$ cat config.mk
export PLATFORM = sky130hd
export DESIGN_NAME = pixel_plot_buffer_flat
export DESIGN_NICKNAME = d
export VERILOG_FILES = /design/src/rtl/vga_pkg.sv /design/src/rtl/pixel_plot_buffer_if.sv /design/src/rtl/pixel_fifo.sv /design/src/rtl/pixel_plot_buffer.sv /design/src/flat_wrapper.sv
export SDC_FILE = /design/constraint.sdc
export NUM_CORES = 1
export LEC_CHECK = 0
export ABC_AREA = 1
export CAP_MARGIN = 5
export CORE_ASPECT_RATIO = 1.2
export CORE_MARGIN = 2
export CORE_UTILIZATION = 50
export DETAILED_ROUTE_END_ITERATION = 6
export DONT_BUFFER_PORTS = 1
export HOLD_SLACK_MARGIN = 0.02
export SYNTH_ARGS = -nofsm -noshare
export SYNTH_HDL_FRONTEND = slang
export SYNTH_HIERARCHICAL = 1
export SYNTH_SLANG_ARGS = --single-unit
export TNS_END_PERCENT = 50
$ cat constraint.sdc
create_clock -name clk -period 2.6 [get_ports clk]
set_clock_uncertainty 0.05 [all_clocks]
set_input_delay 0 -clock clk [delete_from_list [all_inputs] [get_ports clk]]
set_output_delay 0 -clock clk [all_outputs]
set_load 0.01 [all_outputs]
$ cat src/rtl/vga_pkg.sv
// Shared VGA screen limits, coordinate types and buffer state encoding.
// No ports; imported by the pixel plot buffer, its FIFO and its interface.
package vga_pkg;

  localparam int SCREEN_W = 160;
  localparam int SCREEN_H = 120;
  localparam int IN_XW    = 9;
  localparam int IN_YW    = 8;
  localparam int XW       = 8;
  localparam int YW       = 7;
  localparam int CW       = 3;

  typedef logic signed [IN_XW-1:0] in_x_t;
  typedef logic signed [IN_YW-1:0] in_y_t;

  typedef struct packed {
    logic [XW-1:0] x;
    logic [YW-1:0] y;
    logic [CW-1:0] c;
  } pix_t;

  typedef enum logic [1:0] {
    S_IDLE,
    S_STREAM,
    S_FLUSH,
    S_DONE
  } state_e;

  function automatic logic on_screen(
    input in_x_t x,
    input in_y_t y
  );
    return !x[IN_XW-1]
      && (x <= in_x_t'(SCREEN_W - 1))
      && !y[IN_YW-1]
      && (y <= in_y_t'(SCREEN_H - 1));
  endfunction

endpackage

$ cat src/rtl/pixel_plot_buffer_if.sv
// Pixel stream in from drawing engines, plot stream out to the VGA adapter.
// master: drawing side + adapter side; slave: the buffer.
interface pixel_plot_buffer_if;
  import vga_pkg::*;

  logic          in_valid;
  logic          in_ready;
  in_x_t         in_x;
  in_y_t         in_y;
  logic [CW-1:0] in_colour;
  logic          in_last;
  logic          out_ready;
  logic [XW-1:0] vga_x;
  logic [YW-1:0] vga_y;
  logic [CW-1:0] vga_colour;
  logic          vga_plot;
  logic          done;
  logic [15:0]   clip_count;

  modport master (
    output in_valid, in_x, in_y,
    output in_colour, in_last, out_ready,
    input  in_ready, vga_x, vga_y,
    input  vga_colour, vga_plot,
    input  done, clip_count
  );

  modport slave (
    input  in_valid, in_x, in_y,
    input  in_colour, in_last, out_ready,
    output in_ready, vga_x, vga_y,
    output vga_colour, vga_plot,
    output done, clip_count
  );

endinterface

$ cat src/rtl/pixel_fifo.sv
// Pixel FIFO: sync-write memory, pointers, registered head/plot outputs.
// Ports: push_i/wdata_i, pop_i in; head_o, plot_o, count_o, wptr_o, rptr_o out.
module pixel_fifo
  import vga_pkg::*;
#(
  parameter  int DEPTH = 8,
  localparam int AW    = $clog2(DEPTH)
) (
  input  logic          clk,
  input  logic          rst_n,
  input  logic          push_i,
  input  pix_t          wdata_i,
  input  logic          pop_i,
  output pix_t          head_o,
  output logic          plot_o,
  output logic [AW:0]   count_o,
  output logic [AW-1:0] wptr_o,
  output logic [AW-1:0] rptr_o
);

  pix_t          mem_q [DEPTH];
  logic [AW-1:0] wptr_q, wptr_d;
  logic [AW-1:0] rptr_q, rptr_d;
  logic [AW:0]   count_q, count_d;
  logic [AW:0]   left;
  pix_t          head_q, head_d;
  logic          plot_q;

  always_comb begin
    wptr_d  = wptr_q + AW'(push_i);
    rptr_d  = rptr_q + AW'(pop_i);
    left    = count_q - (AW+1)'(pop_i);
    count_d = left + (AW+1)'(push_i);
    head_d  = '0;
    // nothing left after the pop: the word being written is the new head
    if (count_d != '0)
      head_d = (left == '0) ? wdata_i : mem_q[rptr_d];
  end

  always_ff @(posedge clk) begin
    if (push_i) mem_q[wptr_q] <= wdata_i;
  end

  always_ff @(posedge clk or negedge rst_n) begin
    if (!rst_n) begin
      wptr_q  <= '0;
      rptr_q  <= '0;
      count_q <= '0;
      head_q  <= '0;
      plot_q  <= 1'b0;
    end else begin
      wptr_q  <= wptr_d;
      rptr_q  <= rptr_d;
      count_q <= count_d;
      head_q  <= head_d;
      plot_q  <= (count_d != '0);
    end
  end

  assign head_o  = head_q;
  assign plot_o  = plot_q;
  assign count_o = count_q;
  assign wptr_o  = wptr_q;
  assign rptr_o  = rptr_q;

endmodule

$ cat src/rtl/pixel_plot_buffer.sv
// Clips, queues and plays out pixels to the VGA adapter; pulses done per drawing.
// Ports: clk, rst_n (async, active low), bus (pixel_plot_buffer_if.slave).
module pixel_plot_buffer
  import vga_pkg::*;
#(
  parameter  int DEPTH = 8,
  localparam int AW    = $clog2(DEPTH)
) (
  input  logic                clk,
  input  logic                rst_n,
  pixel_plot_buffer_if.slave  bus
);

  logic [AW:0]   occ, occ_after, occ_next;
  logic [AW-1:0] wptr, rptr;
  logic [AW-1:0] pend_idx_q, pend_idx_d;
  logic [15:0]   clip_q, clip_d;
  state_e        state_q, state_d;
  logic          ready_en_q;
  logic          in_ready, accept, push, pop;
  logic          clipped, hold_last, done_evt;
  logic          plot;
  pix_t          head, wdata;

  assign clipped   = !on_screen(bus.in_x, bus.in_y);
  // a second drawing end waits until the current one has signalled done
  assign hold_last = bus.in_last
    && (state_q == S_FLUSH || state_q == S_DONE);
  assign in_ready  = ready_en_q
    && (occ < (AW+1)'(DEPTH)) && !hold_last;
  assign accept    = bus.in_valid && in_ready;
  assign push      = accept && !clipped;
  assign pop       = plot && bus.out_ready;
  assign occ_after = occ - (AW+1)'(pop);
  assign occ_next  = occ_after + (AW+1)'(push);

  assign wdata = '{
    x: bus.in_x[XW-1:0],
    y: bus.in_y[YW-1:0],
    c: bus.in_colour
  };

  pixel_fifo #(.DEPTH(DEPTH)) u_fifo (
    .clk     (clk),
    .rst_n   (rst_n),
    .push_i  (push),
    .wdata_i (wdata),
    .pop_i   (pop),
    .head_o  (head),
    .plot_o  (plot),
    .count_o (occ),
    .wptr_o  (wptr),
    .rptr_o  (rptr)
  );

  always_comb begin
    state_d    = state_q;
    pend_idx_d = pend_idx_q;
    clip_d     = clip_q;
    done_evt   = 1'b0;
    if (accept && clipped && clip_q != 16'hFFFF)
      clip_d = clip_q + 16'd1;
    if (state_q == S_FLUSH && pop && rptr == pend_idx_q)
      done_evt = 1'b1;
    if (accept && bus.in_last && clipped && occ_after == '0)
      done_evt = 1'b1;
    unique case (state_q)
      S_FLUSH: begin
        if (done_evt) state_d = S_DONE;
      end
      S_IDLE, S_STREAM, S_DONE: begin
        if (done_evt) begin
          state_d = S_DONE;
        end else if (accept && bus.in_last) begin
          state_d = S_FLUSH;
          // clipped end marker tracks the newest stored entry
          pend_idx_d = clipped ? wptr - AW'(1) : wptr;
        end else if (occ_next != '0) begin
          state_d = S_STREAM;
        end else begin
          state_d = S_IDLE;
        end
      end
      default: state_d = S_IDLE;
    endcase
  end

  always_ff @(posedge clk or negedge rst_n) begin
    if (!rst_n) begin
      state_q    <= S_IDLE;
      pend_idx_q <= '0;
      clip_q     <= '0;
      ready_en_q <= 1'b0;
    end else begin
      state_q    <= state_d;
      pend_idx_q <= pend_idx_d;
      clip_q     <= clip_d;
      ready_en_q <= 1'b1;
    end
  end

  assign bus.in_ready   = in_ready;
  assign bus.vga_x      = head.x;
  assign bus.vga_y      = head.y;
  assign bus.vga_colour = head.c;
  assign bus.vga_plot   = plot;
  assign bus.done       = (state_q == S_DONE);
  assign bus.clip_count = clip_q;

endmodule
$ cat src/flat_wrapper.sv
// flat-port wrapper written by rule: the top's interface ports become plain ports
module pixel_plot_buffer_flat import vga_pkg::*;
#(
  parameter  int DEPTH = 8,
  localparam int AW    = $clog2(DEPTH)
)
  (clk, rst_n, bus_in_valid, bus_in_x, bus_in_y, bus_in_colour, bus_in_last, bus_out_ready, bus_in_ready, bus_vga_x, bus_vga_y, bus_vga_colour, bus_vga_plot, bus_done, bus_clip_count);
  pixel_plot_buffer_if bus_i ();
  input  logic clk;
  input  logic rst_n;
  input wire logic [$bits(bus_i.in_valid)-1:0] bus_in_valid;
  input wire logic [$bits(bus_i.in_x)-1:0] bus_in_x;
  input wire logic [$bits(bus_i.in_y)-1:0] bus_in_y;
  input wire logic [$bits(bus_i.in_colour)-1:0] bus_in_colour;
  input wire logic [$bits(bus_i.in_last)-1:0] bus_in_last;
  input wire logic [$bits(bus_i.out_ready)-1:0] bus_out_ready;
  output wire logic [$bits(bus_i.in_ready)-1:0] bus_in_ready;
  output wire logic [$bits(bus_i.vga_x)-1:0] bus_vga_x;
  output wire logic [$bits(bus_i.vga_y)-1:0] bus_vga_y;
  output wire logic [$bits(bus_i.vga_colour)-1:0] bus_vga_colour;
  output wire logic [$bits(bus_i.vga_plot)-1:0] bus_vga_plot;
  output wire logic [$bits(bus_i.done)-1:0] bus_done;
  output wire logic [$bits(bus_i.clip_count)-1:0] bus_clip_count;
  assign bus_i.in_valid = bus_in_valid;
  assign bus_i.in_x = bus_in_x;
  assign bus_i.in_y = bus_in_y;
  assign bus_i.in_colour = bus_in_colour;
  assign bus_i.in_last = bus_in_last;
  assign bus_i.out_ready = bus_out_ready;
  assign bus_in_ready = bus_i.in_ready;
  assign bus_vga_x = bus_i.vga_x;
  assign bus_vga_y = bus_i.vga_y;
  assign bus_vga_colour = bus_i.vga_colour;
  assign bus_vga_plot = bus_i.vga_plot;
  assign bus_done = bus_i.done;
  assign bus_clip_count = bus_i.clip_count;
  pixel_plot_buffer #(.DEPTH(DEPTH)) u_core (.clk(clk), .rst_n(rst_n), .bus(bus_i));
endmodule
==> results_dict.tcl, run 1 <==
set metrics [dict create \
    layout.nets 923 \
    initial_core_util_pct 51.41 \
    arrival_ns 2.64 \
    setup_repair_after_global_routing_missed_its_margin "no" \
    timing.critical_path.slowest_stage_cell "sky130_fd_sc_hd__dfrtp_1" \
    critPathMostFrequentCell "sky130_fd_sc_hd__ha_1" \
    tritoncts_num_sinks 195 \
    power_density_nw_per_um2 1127 \
    cpPeakStageDelay_ns 0.42 \
    hold_path.class "in2reg" \
    worst_ir_drop_vdd_uv 591.5 \
    grt_start_max_net_pins 52 \
    ys_ff_latch 195 \
    dr.first_iter.drc_count 441 \
    fmaxAchievable_mhz 420.6 \
    final_core_utilization_pct 59.05 \
    netlist_area_um2 8731 \
    grtUsageTotal_pct 21.32 \
    criticalPathCategory "reg2reg" \
    critPathBufInv 3 \
    insertedDiodeCount 0 \
    clk-insertion-delay-late_ns 0.43 \
    core_um2 16980 \
    synth.distinct_cells 35 \
    highest_net_fanout_along_the_worst_path 10 \
    dieHeight_um 148.8 \
    cts_tree "yes" \
    postLayoutSetupSlackWorst_ns 0.2225 \
    area_growth_pct 14.85 \
    ys_warn_count 6 \
    first_global_vias 5877 \
    antenna_left 0 \
    final-setup-viol-count 0 \
    avgSynthCellArea_um2 10.33 \
    worstRegToRegCells 11 \
    route.detailed.drc 0 \
    leakage_nw 4.104 \
    pins_over_slew_limit 0 \
    synthesis.instances 845 \
    hold_depth 6 \
    launching_element_type_of_the_critical_path "register" \
    num_vias 5912 \
    count_of_final_hold_check_violations 0 \
    die_area_um2 18540 \
    predominant_post_synthesis_flop_cell "sky130_fd_sc_hd__edfxtp_1" \
    io_pins 62 \
    period_minus_slack_ns 2.378 \
    numPortBuffers 0 \
    row_count 52 \
    cts.repair_timing.setup_buffer_count 0 \
    max-cap-violations 0 \
    post_drt_via_cell_ratio 5.312 \
    iteration_count_of_the_initial_detailed_routing_pass 5 \
    cts_buffer_depth 2 \
    fraction_of_the_yosys_area_taken_by_sequential_cells_pct 64.14 \
    hold_start "bus_in_x[8]" \
    finalCritPeriodShare_pct 91.44 \
    crit-reg2reg-capture "u_core/u_fifo/head_o[17]" \
    critical-path-top-delay-family "adder cells" \
    final_layout_size_suffix_gt1_share_pct 12.15 \
    crit-reg2reg-launch "u_core/u_fifo/plot_o" \
    grt_first_pass_wirelength_um 30320 \
    cp_cell_sequence "nand2_1 -> inv_1 -> ha_1 -> inv_1 -> ha_1 -> ha_1 -> nor2_1 -> nand3_4 -> nor2_8 -> buf_4 -> nor2_1" \
    edff_count_synth 144 \
    detailed_place_hpwl_um 11550 \
    gp_congestion 0.8070 \
    synthesis.nets 884 \
    cts_resized 0 \
    cts.clk_slew.worst_paths_ns 0.07 \
    clock_tree.root_cell "sky130_fd_sc_hd__clkbuf_16" \
    wl_per_cell_um 17.05 \
    outcome "finished, final reports clean" \
    initial_antenna_violation_count 0 \
    cts-htree-levels 4 \
    min_delay_worst_endpoint "u_core/pend_idx_q[0]" \
    grt_overflow_total 0 \
    timing.setup.tns_ns 0 \
    worst_ep_required_time_ns 2.87 \
    pre_cts_slack_ns 0.2102 \
    setup.worst_path.end_class "register" \
    die_x_um 124.6 \
    finalWirelength_um 18980 \
    cts-buffers-inserted 17 \
    r2r_setup_slack_ns 0.22 \
    asyncSetResetFlopFracSynth_pct 26.15 \
]
cell type report:
cell class              count  area [um2]
well taps                 216       270.3
inverters                  69       261.5
multi-input cells         552        2716
clock buffers              17       425.4
flip-flops and latches    195        5600
clock inverters            15       195.2
repair buffers             49       558.0
fillers                  1383        6954
power breakdown:
group / switching, W / internal [W] / leakage (nW) / total [W]
Sequential: 0.000404 / 0.00372 / 1.93 / 0.00412
Combinational: 0.00288 / 0.00156 / 1.87 / 0.00444
Clock: 0.00119 / 0.00154 / 0.303 / 0.00273
Total: 0.00448 / 0.00682 / 4.10 / 0.0113
how the worst max path moves through the flow:
stage | startpoint | endpoint | slack, ns | depth (start not counted)
2_1_floorplan | u_core/state_q[1] | u_core/u_fifo/mem_q[1][0] | 0.06 | 6
3_3_place_gp | u_core/u_fifo/plot_o | u_core/u_fifo/head_o[6] | 0.30 | 11
3_5_place_dp | u_core/u_fifo/plot_o | u_core/u_fifo/head_o[17] | 0.21 | 11
4_1_cts | bus_in_y[7] | u_core/u_fifo/head_o[17] | 0.08 | 12
5_1_grt | u_core/state_q[1] | u_core/u_fifo/head_o[7] | 0.02 | 11
6_report | u_core/u_fifo/plot_o | u_core/u_fifo/head_o[17] | 0.22 | 11
worst min-delay path: stages:
cell and delay (ns):
sky130_fd_sc_hd__nor2_1 0.07, sky130_fd_sc_hd__nand3_4 0.13, sky130_fd_sc_hd__nand2_1 0.05, sky130_fd_sc_hd__nand2_1 0.06, sky130_fd_sc_hd__nand4_1 0.08, sky130_fd_sc_hd__nand2_1 0.06
cells in the mapped netlist, drive strengths merged, types with 8 or more instances:
| master | n | area share (%) |
|---|---|---|
| nand3 | 145 | 8.7 |
| buf | 21 | 1.7 |
| nand4 | 11 | 0.79 |
| o21ai | 9 | 0.90 |
| xor2 | 14 | 1.4 |
| clkbuf | 8 | 0.34 |
| dfrtp | 51 | 15 |
| nand2 | 295 | 13 |
| nor2 | 51 | 3.0 |
| inv | 69 | 3.0 |
| ha | 14 | 2.0 |
| edfxtp | 144 | 50 |
flip-flops by register name (all words and copies together) (netlist names):
signal,cells
u_core/u_fifo/head_o,18
u_core/u_fifo/mem_q,144
u_core/u_fifo/rptr_o,3
u_core/u_fifo/count_o,4
u_core/pend_idx_q,3
u_core/u_fifo/wptr_o,3
u_core/bus.clip_count,16
u_core/u_fifo/plot_o,1
u_core/state_q,2
u_core/ready_en_q,1
kinds of logic after synthesis:
kind of cell / Yosys count / share of synthesized area (%)
flip-flops: 195 / 64.14
buffers and inverters: 98 / 5.001
AND/OR/NAND/NOR: 510 / 26.14
AO/OA/AOI/OAI: 10 / 0.9602
other: 1 / 0.04295
XOR/XNOR: 17 / 1.705
adder cells (fa/ha/maj): 14 / 2.006
routing by layer:
layer,track usage (%),vias up,part of all wire [%]
li1,-,2891,-
met1,26.95,2886,44
met2,37.08,117,51
met3,4.304,18,4.0
met4,7.079,0,1.2
met5,0,-,0
layout by cell type, fill, tap and decap left out, types with 2 or more instances in the layout:
cell	count
sky130_fd_sc_hd__nand2_4	2
sky130_fd_sc_hd__nor2_1	28
sky130_fd_sc_hd__nor2_2	19
sky130_fd_sc_hd__inv_2	6
sky130_fd_sc_hd__nand3_4	2
sky130_fd_sc_hd__inv_8	2
sky130_fd_sc_hd__inv_6	4
sky130_fd_sc_hd__edfxtp_1	144
sky130_fd_sc_hd__xnor2_1	3
sky130_fd_sc_hd__nand4_1	11
sky130_fd_sc_hd__ha_1	13
sky130_fd_sc_hd__nand3_1	142
sky130_fd_sc_hd__clkbuf_16	17
sky130_fd_sc_hd__o21ai_2	9
sky130_fd_sc_hd__buf_4	16
sky130_fd_sc_hd__inv_1	62
sky130_fd_sc_hd__nor2_4	3
sky130_fd_sc_hd__buf_12	9
sky130_fd_sc_hd__nand2_2	3
sky130_fd_sc_hd__nor3_1	3
sky130_fd_sc_hd__bufinv_16	3
sky130_fd_sc_hd__clkinv_4	4
sky130_fd_sc_hd__dlygate4sd3_1	23
sky130_fd_sc_hd__xor2_1	14
sky130_fd_sc_hd__dfrtp_1	51
sky130_fd_sc_hd__nand2_1	289
timing repair:
action                                  CTS  global route
hold endpoints to repair                223             0
endpoints found under the setup margin    0            10
hold buffers                             25             0
metrics by stage:
| step | cell area [um2] | cells | hold slack (ns) | total power [W] |
|---|---|---|---|---|
| after detailed placement | 9149 | 1057 | -0.3437 | 0.008600 |
| after global placement | 9149 | 1057 | -0.3432 | 0.008456 |
| after floorplan | 8731 | 845 | -0.3456 | 0.007404 |
| after CTS | 10040 | 1114 | 0.02749 | 0.01142 |
| after global routing | 10030 | 1113 | 0.03367 | 0.01211 |
| final | 10030 | 1113 | 0.01490 | 0.01130 |
(Power assumes the default switching activity.)
==> inputs of run 2 (changes only) <==
CELL_PAD_IN_SITES_DETAIL_PLACEMENT = 2   (was not set)
CELL_PAD_IN_SITES_GLOBAL_PLACEMENT = 2   (was not set)
CORE_UTILIZATION = 42   (was 50)
GPL_TIMING_DRIVEN = 0   (was not set)
PLACE_DENSITY_LB_ADDON = 0.1   (was not set)
==> run 2 against run 1 <==
  * Sequential share of layout area fell by 1.4 points
  * Final cell count grew 6.1%
  * Die area rose by 18%
  * Non-clock buffer count is 19 higher
  * Total power grew 5.9%
  * Combinational power increased by 17%
  * Critical endpoint is now u_core/u_fifo/head_o[7]
==> results_dict.tcl, run 2 (synthesis results as in run 1) <==
set metrics [dict create \
    outcome "finished, final reports clean" \
    finalCritPeriodShare_pct 93.31 \
    power_density_nw_per_um2 1164 \
    clk-insertion-delay-late_ns 0.44 \
    insertedDiodeCount 0 \
    mostFrequentLayoutCell "sky130_fd_sc_hd__nand2_1" \
    die_x_um 135.6 \
    layout.nets 942 \
    antenna_left 0 \
    criticalPathCategory "reg2reg" \
    tritoncts_num_sinks 195 \
    cts_buffer_depth 2 \
    hold_path.class "in2reg" \
    cts.clk_slew.worst_paths_ns 0.08 \
    multi_input_area_um2 2763 \
    final-setup-viol-count 0 \
    post_drt_via_cell_ratio 5.474 \
    worst_ep_required_time_ns 2.89 \
    area.sequential_um2 5600 \
    gp_congestion 0.7780 \
    initial_core_util_pct 42.95 \
    core_um2 20330 \
    filler_cell_count 2130 \
    fmaxAchievable_mhz 412.2 \
    pins_over_slew_limit 0 \
    die_area_um2 21960 \
    worst_slew_pin_slew_ns 0.7346 \
    highest_net_fanout_along_the_worst_path 10 \
    cts_tree "yes" \
    leakage_nw 4.192 \
    iteration_count_of_the_initial_detailed_routing_pass 4 \
    worst_ir_drop_vdd_uv 654.1 \
    io_pins 62 \
    slew_headroom_pct 50.87 \
    cts-htree-levels 4 \
    dr.first_iter.drc_count 359 \
    finalWirelength_um 27380 \
    final_layout_size_suffix_gt1_share_pct 13.86 \
    period_minus_slack_ns 2.426 \
    grt_overflow_total 0 \
    initial_antenna_violation_count 0 \
    first_global_vias 7309 \
    area_growth_pct 17.76 \
    grtUsageTotal_pct 26.38 \
    numPortBuffers 0 \
    setup.worst_path.end_class "register" \
    arrival_ns 2.72 \
    hold-worst-slack_ns 0.03369 \
    cts-buffers-inserted 17 \
    detailed_place_hpwl_um 18670 \
    final_core_utilization_pct 50.58 \
    dieHeight_um 161.9 \
    setup_repair_after_global_routing_missed_its_margin "yes" \
    route.detailed.drc 0 \
    row_count 57 \
    grt_first_pass_wirelength_um 42590 \
    wl_per_cell_um 23.18 \
    grt_start_max_net_pins 39 \
    largest_register_ffs 144 \
    max_flop_register "u_core/u_fifo/mem_q" \
    clock_tree.root_cell "sky130_fd_sc_hd__clkbuf_16" \
    max-cap-violations 0 \
    timing.setup.tns_ns 0 \
    count_of_final_hold_check_violations 0 \
    launching_element_type_of_the_critical_path "register" \
    totalPowerFinal_w 0.01197 \
    num_vias 6465 \
    layout.cells.most_common_list "sky130_fd_sc_hd__nand2_1 (287), sky130_fd_sc_hd__edfxtp_1 (144), sky130_fd_sc_hd__nand3_1 (142), sky130_fd_sc_hd__inv_1 (62), sky130_fd_sc_hd__dfrtp_1 (51)" \
]
## run 2: stage by stage
| step | instance area (um2) | std cells | setup slack [ns] |
|---|---|---|---|
| after floorplan | 8731 | 845 | 0.05599 |
| after global placement | 9062 | 1110 | -1.131 |
| after detailed placement | 9290 | 1118 | -0.4779 |
| after CTS | 10210 | 1179 | 0.004506 |
| after global routing | 10280 | 1181 | -0.02510 |
| final | 10280 | 1181 | 0.1741 |
## run 2: cell type report
class                      count  share of cell area (%)
sequential                   195                   54.47
tap                          265                   3.225
clock inverter                13                   1.339
clock buffer                  19                   4.308
multi-input combinational    552                   26.87
timing repair buffer          39                   5.233
buffer                        29                   1.984
inverter                      69                   2.568
## run 2: final timing paths
check / start / to / slack (ns) / cells past startpoint
worst max-delay path: u_core/u_fifo/plot_o / u_core/u_fifo/head_o[7] / 0.17 / 12
worst min-delay path: bus_in_x[8] / u_core/pend_idx_q[2] / 0.03 / 6
worst max register to register: u_core/u_fifo/plot_o / u_core/u_fifo/head_o[7] / 0.17 / 12
worst min register to register: u_core/pend_idx_q[1] / u_core/pend_idx_q[1] / 0.48 / 2
max in group asynchronous: rst_n / u_core/u_fifo/head_o[2] / 0.53 / 4
min in group asynchronous: rst_n / u_core/u_fifo/head_o[0] / 0.56 / 3
## run 2: repair_timing
| item | 4_1_cts | 5_1_grt |
|---|---|---|
| hold buffers | 27 | 0 |
| endpoints found under the setup margin | 164 | 32 |
| pin swaps | 2 | 2 |
| setup buffers | 2 | 2 |
| resized for setup | 12 | 25 |
| hold endpoints to repair | 220 | 0 |
## run 2: worst max-delay path, stage by stage, from the launching register on
cell                      delay (ns)
sky130_fd_sc_hd__dfrtp_1        0.42
sky130_fd_sc_hd__nand2_1        0.12
sky130_fd_sc_hd__inv_1          0.11
sky130_fd_sc_hd__ha_1           0.33
sky130_fd_sc_hd__buf_4          0.19
sky130_fd_sc_hd__inv_2          0.14
sky130_fd_sc_hd__buf_2          0.32
sky130_fd_sc_hd__nand2_1        0.11
sky130_fd_sc_hd__nand3_1        0.09
sky130_fd_sc_hd__nand3_1        0.08
sky130_fd_sc_hd__nand3_1        0.09
sky130_fd_sc_hd__nand2_1        0.08
sky130_fd_sc_hd__nor2_1         0.18
## run 2: power by group
part / switching, W / internal, W / leakage (nW)
clock network: 0.00126 / 0.00138 / 0.285
logic: 0.00351 / 0.00168 / 1.98
registers: 0.000425 / 0.00372 / 1.93
## run 2: routing by layer
metal	wire length, um	global-route usage (%)	vias to the layer above	part of all wire, %
met4	504	8.523	0	1.8
met3	877	3.527	35	3.2
met2	14980	48.85	125	55
met1	11020	31.44	3370	40
met5	0	0	-	0
li1	-	-	2935	-
==> inputs of run 3 (changes only) <==
ABC_AREA = not set   (was 1)
CORE_UTILIZATION = 48   (was 42)
==> run 3 against run 2 <==
  * The flow now finishes with violations (negative setup slack)
  * Fmax decreased by 11%
  * Non-clock buffer count decreased by 8
  * Routed wire length decreased by 22%
  * First-iteration DRC count decreased by 7.0%
  * Critical path depth decreased by 1
  * Setup slack got worse by 0.30 ns
==> results_dict.tcl, run 3 <==
set metrics [dict create \
    grtUsageTotal_pct 25.52 \
    fmaxAchievable_mhz 366.7 \
    worst_ir_drop_vdd_uv 520.8 \
    initial_core_util_pct 49.42 \
    dieHeight_um 146.1 \
    dp_cells 675 \
    grt_start_max_net_pins 52 \
    count_of_final_hold_check_violations 0 \
    synthesis.nets 494 \
    cpPeakStageDelay_ns 0.42 \
    worstRegToRegCells 11 \
    cp_cell_sequence "and2_4 -> ha_4 -> inv_2 -> ha_4 -> or3b_4 -> a21oi_4 -> o21ai_4 -> a2111oi_4 -> buf_6 -> buf_12 -> a211oi_1" \
    highest_net_fanout_along_the_worst_path 9 \
    max-cap-violations 0 \
    hold-worst-slack_ns 0.03842 \
    asyncSetResetFlopFracSynth_pct 26.15 \
    pre_cts_slack_ns -1.189 \
    finalInstanceArea_um2 9628 \
    iteration_count_of_the_initial_detailed_routing_pass 4 \
    cts-buffers-inserted 17 \
    clk-insertion-delay-late_ns 0.43 \
    slew_headroom_pct 56.20 \
    period_minus_slack_ns 2.727 \
    launching_element_type_of_the_critical_path "register" \
    outcome "finished with violations" \
    hold_path.class "in2async" \
    gp_congestion 0.7293 \
    setup_repair_after_global_routing_missed_its_margin "yes" \
    layoutNonFillerInstCount 742 \
    num_vias 4419 \
    max_flop_register "u_core/u_fifo/mem_q" \
    ys_warn_count 6 \
    finalWirelength_um 21480 \
    die_area_um2 17880 \
    post_drt_via_cell_ratio 5.956 \
    numPortBuffers 0 \
    post_dp_cell_area_um2 8533 \
    ys_ff_latch 195 \
    final_layout_size_suffix_gt1_share_pct 27.55 \
    detailed_place_hpwl_um 13200 \
    row_count 51 \
    cts.clk_slew.worst_paths_ns 0.07 \
    setup.worst_path.end_class "register" \
    worst_setup_path_startpoint "u_core/u_fifo/plot_o" \
    critical-path-top-delay-family "compound AO/OA/AOI/OAI gates" \
    mostFrequentLayoutCell "sky130_fd_sc_hd__edfxtp_1" \
    cts_tree "yes" \
    edff_count_synth 144 \
    synthesis.instances 455 \
    dr.first_iter.drc_count 334 \
    top_cells_by_area_synth "sky130_fd_sc_hd__edfxtp_1 (54%), sky130_fd_sc_hd__dfrtp_1 (16%), sky130_fd_sc_hd__mux4_2 (10%)" \
    fraction_of_the_yosys_area_taken_by_sequential_cells_pct 69.37 \
    antenna_left 0 \
    power_density_nw_per_um2 1092 \
    initial_antenna_violation_count 0 \
    synth.distinct_cells 52 \
    yosysTopAreaCellShare_pct 53.56 \
    critPathMostFrequentCell "sky130_fd_sc_hd__ha_4" \
    final_core_utilization_pct 58.94 \
    insertedDiodeCount 0 \
    die_x_um 122.4 \
    arrival_ns 2.95 \
    worst_setup_path_endpoint "u_core/u_fifo/head_o[7]" \
    crit-reg2reg-capture "u_core/u_fifo/head_o[7]" \
    avgSynthCellArea_um2 17.74 \
    critPathBufInv 3 \
    cts-htree-levels 4 \
    timing.critical_path.slowest_stage_cell "sky130_fd_sc_hd__dfrtp_1" \
    netlist_area_um2 8073 \
    largest_register_ffs 144 \
    io_pins 62 \
    worst_ep_required_time_ns 2.82 \
    first_global_vias 5003 \
    synthMostInstantiatedCell "sky130_fd_sc_hd__edfxtp_1" \
    route.detailed.drc 0 \
    layout.nets 556 \
    criticalPathCategory "reg2reg" \
    leakage_nw 3.379 \
    violations_in_the_final_reports "negative setup slack" \
    grt_overflow_total 0 \
    tritoncts_num_sinks 195 \
    area_growth_pct 19.27 \
    r2r_setup_slack_ns -0.13 \
    synth_top_area_cell "sky130_fd_sc_hd__edfxtp_1" \
    crit-reg2reg-launch "u_core/u_fifo/plot_o" \
    core_um2 16340 \
    pins_over_slew_limit 0 \
    grt_first_pass_wirelength_um 32350 \
    cts_buffer_depth 2 \
    synth_commonest_cells "sky130_fd_sc_hd__edfxtp_1 (144), sky130_fd_sc_hd__dfrtp_1 (51), sky130_fd_sc_hd__mux4_2 (36)" \
    postLayoutSetupSlackWorst_ns -0.1268 \
    finalCritPeriodShare_pct 104.9 \
    layout.cells.most_common_list "sky130_fd_sc_hd__edfxtp_1 (144), sky130_fd_sc_hd__dfrtp_1 (50), sky130_fd_sc_hd__mux4_2 (36), sky130_fd_sc_hd__nor2_1 (24)" \
    cp.depth 11 \
    final-setup-viol-count 19 \
    wl_per_cell_um 28.95 \
    predominant_post_synthesis_flop_cell "sky130_fd_sc_hd__edfxtp_1" \
    worst_slew_pin_slew_ns 0.6549 \
    clock_tree.root_cell "sky130_fd_sc_hd__clkbuf_16" \
]
run 3: layout make-up:
type	instances	area, um2
buffer	17	136.4
fill	1372	6708
timing repair buffer	43	544.3
inverter	11	41.29
tap	212	265.3
sequential	195	5602
clock buffer	18	429.2
clock inverter	14	127.6
multi-input combinational	232	2482
run 3: cell families (layout without fill, tap and decap cells):
kind of cell | after synthesis | in the layout | synth area share, %
compound gates | 36 | 36 | 4.030
fa+ha+maj | 14 | 14 | 2.170
simple gates | 96 | 96 | 6.758
buf+inv | 28 | 103 | 1.798
flops | 195 | 195 | 69.37
mux | 57 | 57 | 12.69
xor+xnor | 28 | 28 | 3.131
other cells | 1 | 1 | 0.04645
run 3: through the flow:
step | total power, W | setup TNS (ns)
after floorplan | 0.006666 | -2.269
after CTS | 0.01053 | -1.561
after global placement | 0.007421 | -164.26
after global routing | 0.01101 | -3.610
after detailed placement | 0.007627 | -52.37
final | 0.01051 | -1.757
run 3: worst reg2reg max path, stage by stage, from the launching register on:
cell and delay (ns):
sky130_fd_sc_hd__dfrtp_1 0.42, sky130_fd_sc_hd__and2_4 0.18, sky130_fd_sc_hd__ha_4 0.26, sky130_fd_sc_hd__inv_2 0.04, sky130_fd_sc_hd__ha_4 0.16, sky130_fd_sc_hd__or3b_4 0.39
sky130_fd_sc_hd__a21oi_4 0.20, sky130_fd_sc_hd__o21ai_4 0.08, sky130_fd_sc_hd__a2111oi_4 0.37, sky130_fd_sc_hd__buf_6 0.20, sky130_fd_sc_hd__buf_12 0.15, sky130_fd_sc_hd__a211oi_1 0.07
run 3: worst min-delay path by stage:
stage / cells after the start / startpoint / endpoint / slack (ns)
6_report: 2 / rst_n / u_core/u_fifo/count_o[3] / 0.04
5_1_grt: 2 / rst_n / u_core/u_fifo/count_o[2] / 0.05
4_1_cts: 2 / rst_n / u_core/u_fifo/count_o[3] / 0.04
3_5_place_dp: 0 / rst_n / u_core/u_fifo/count_o[3] / -0.34
3_3_place_gp: 0 / rst_n / u_core/u_fifo/count_o[3] / -0.34
2_1_floorplan: 0 / rst_n / u_core/bus.clip_count[0] / -0.35
run 3: layer usage:
metal | wire length [um] | part of all wire, % | up-vias | track usage, %
met5 | 0 | 0 | - | 0
met4 | 393 | 1.8 | 0 | 8.218
met3 | 842 | 3.9 | 25 | 3.398
met2 | 11480 | 53 | 109 | 44.56
met1 | 8760 | 41 | 2382 | 32.87
li1 | - | - | 1903 | -
run 3: power by group:
| part | internal [W] | total [W] | leakage [nW] | switching [W] |
|---|---|---|---|---|
| clock | 0.00133 | 0.00251 | 0.271 | 0.00118 |
| combinational | 0.00194 | 0.00395 | 1.19 | 0.00201 |
| sequential | 0.00368 | 0.00405 | 1.92 | 0.000377 |
run 3: repair_timing:
| action | CTS | global route |
|---|---|---|
| setup endpoints to repair | 165 | 32 |
| gates resized for setup | 35 | 9 |
| pin swaps | 7 | 1 |
| hold buffers | 23 | 0 |
| buffers inserted | 9 | 2 |
| gates cloned | 1 | 0 |
| endpoints found under the hold margin | 221 | 0 |
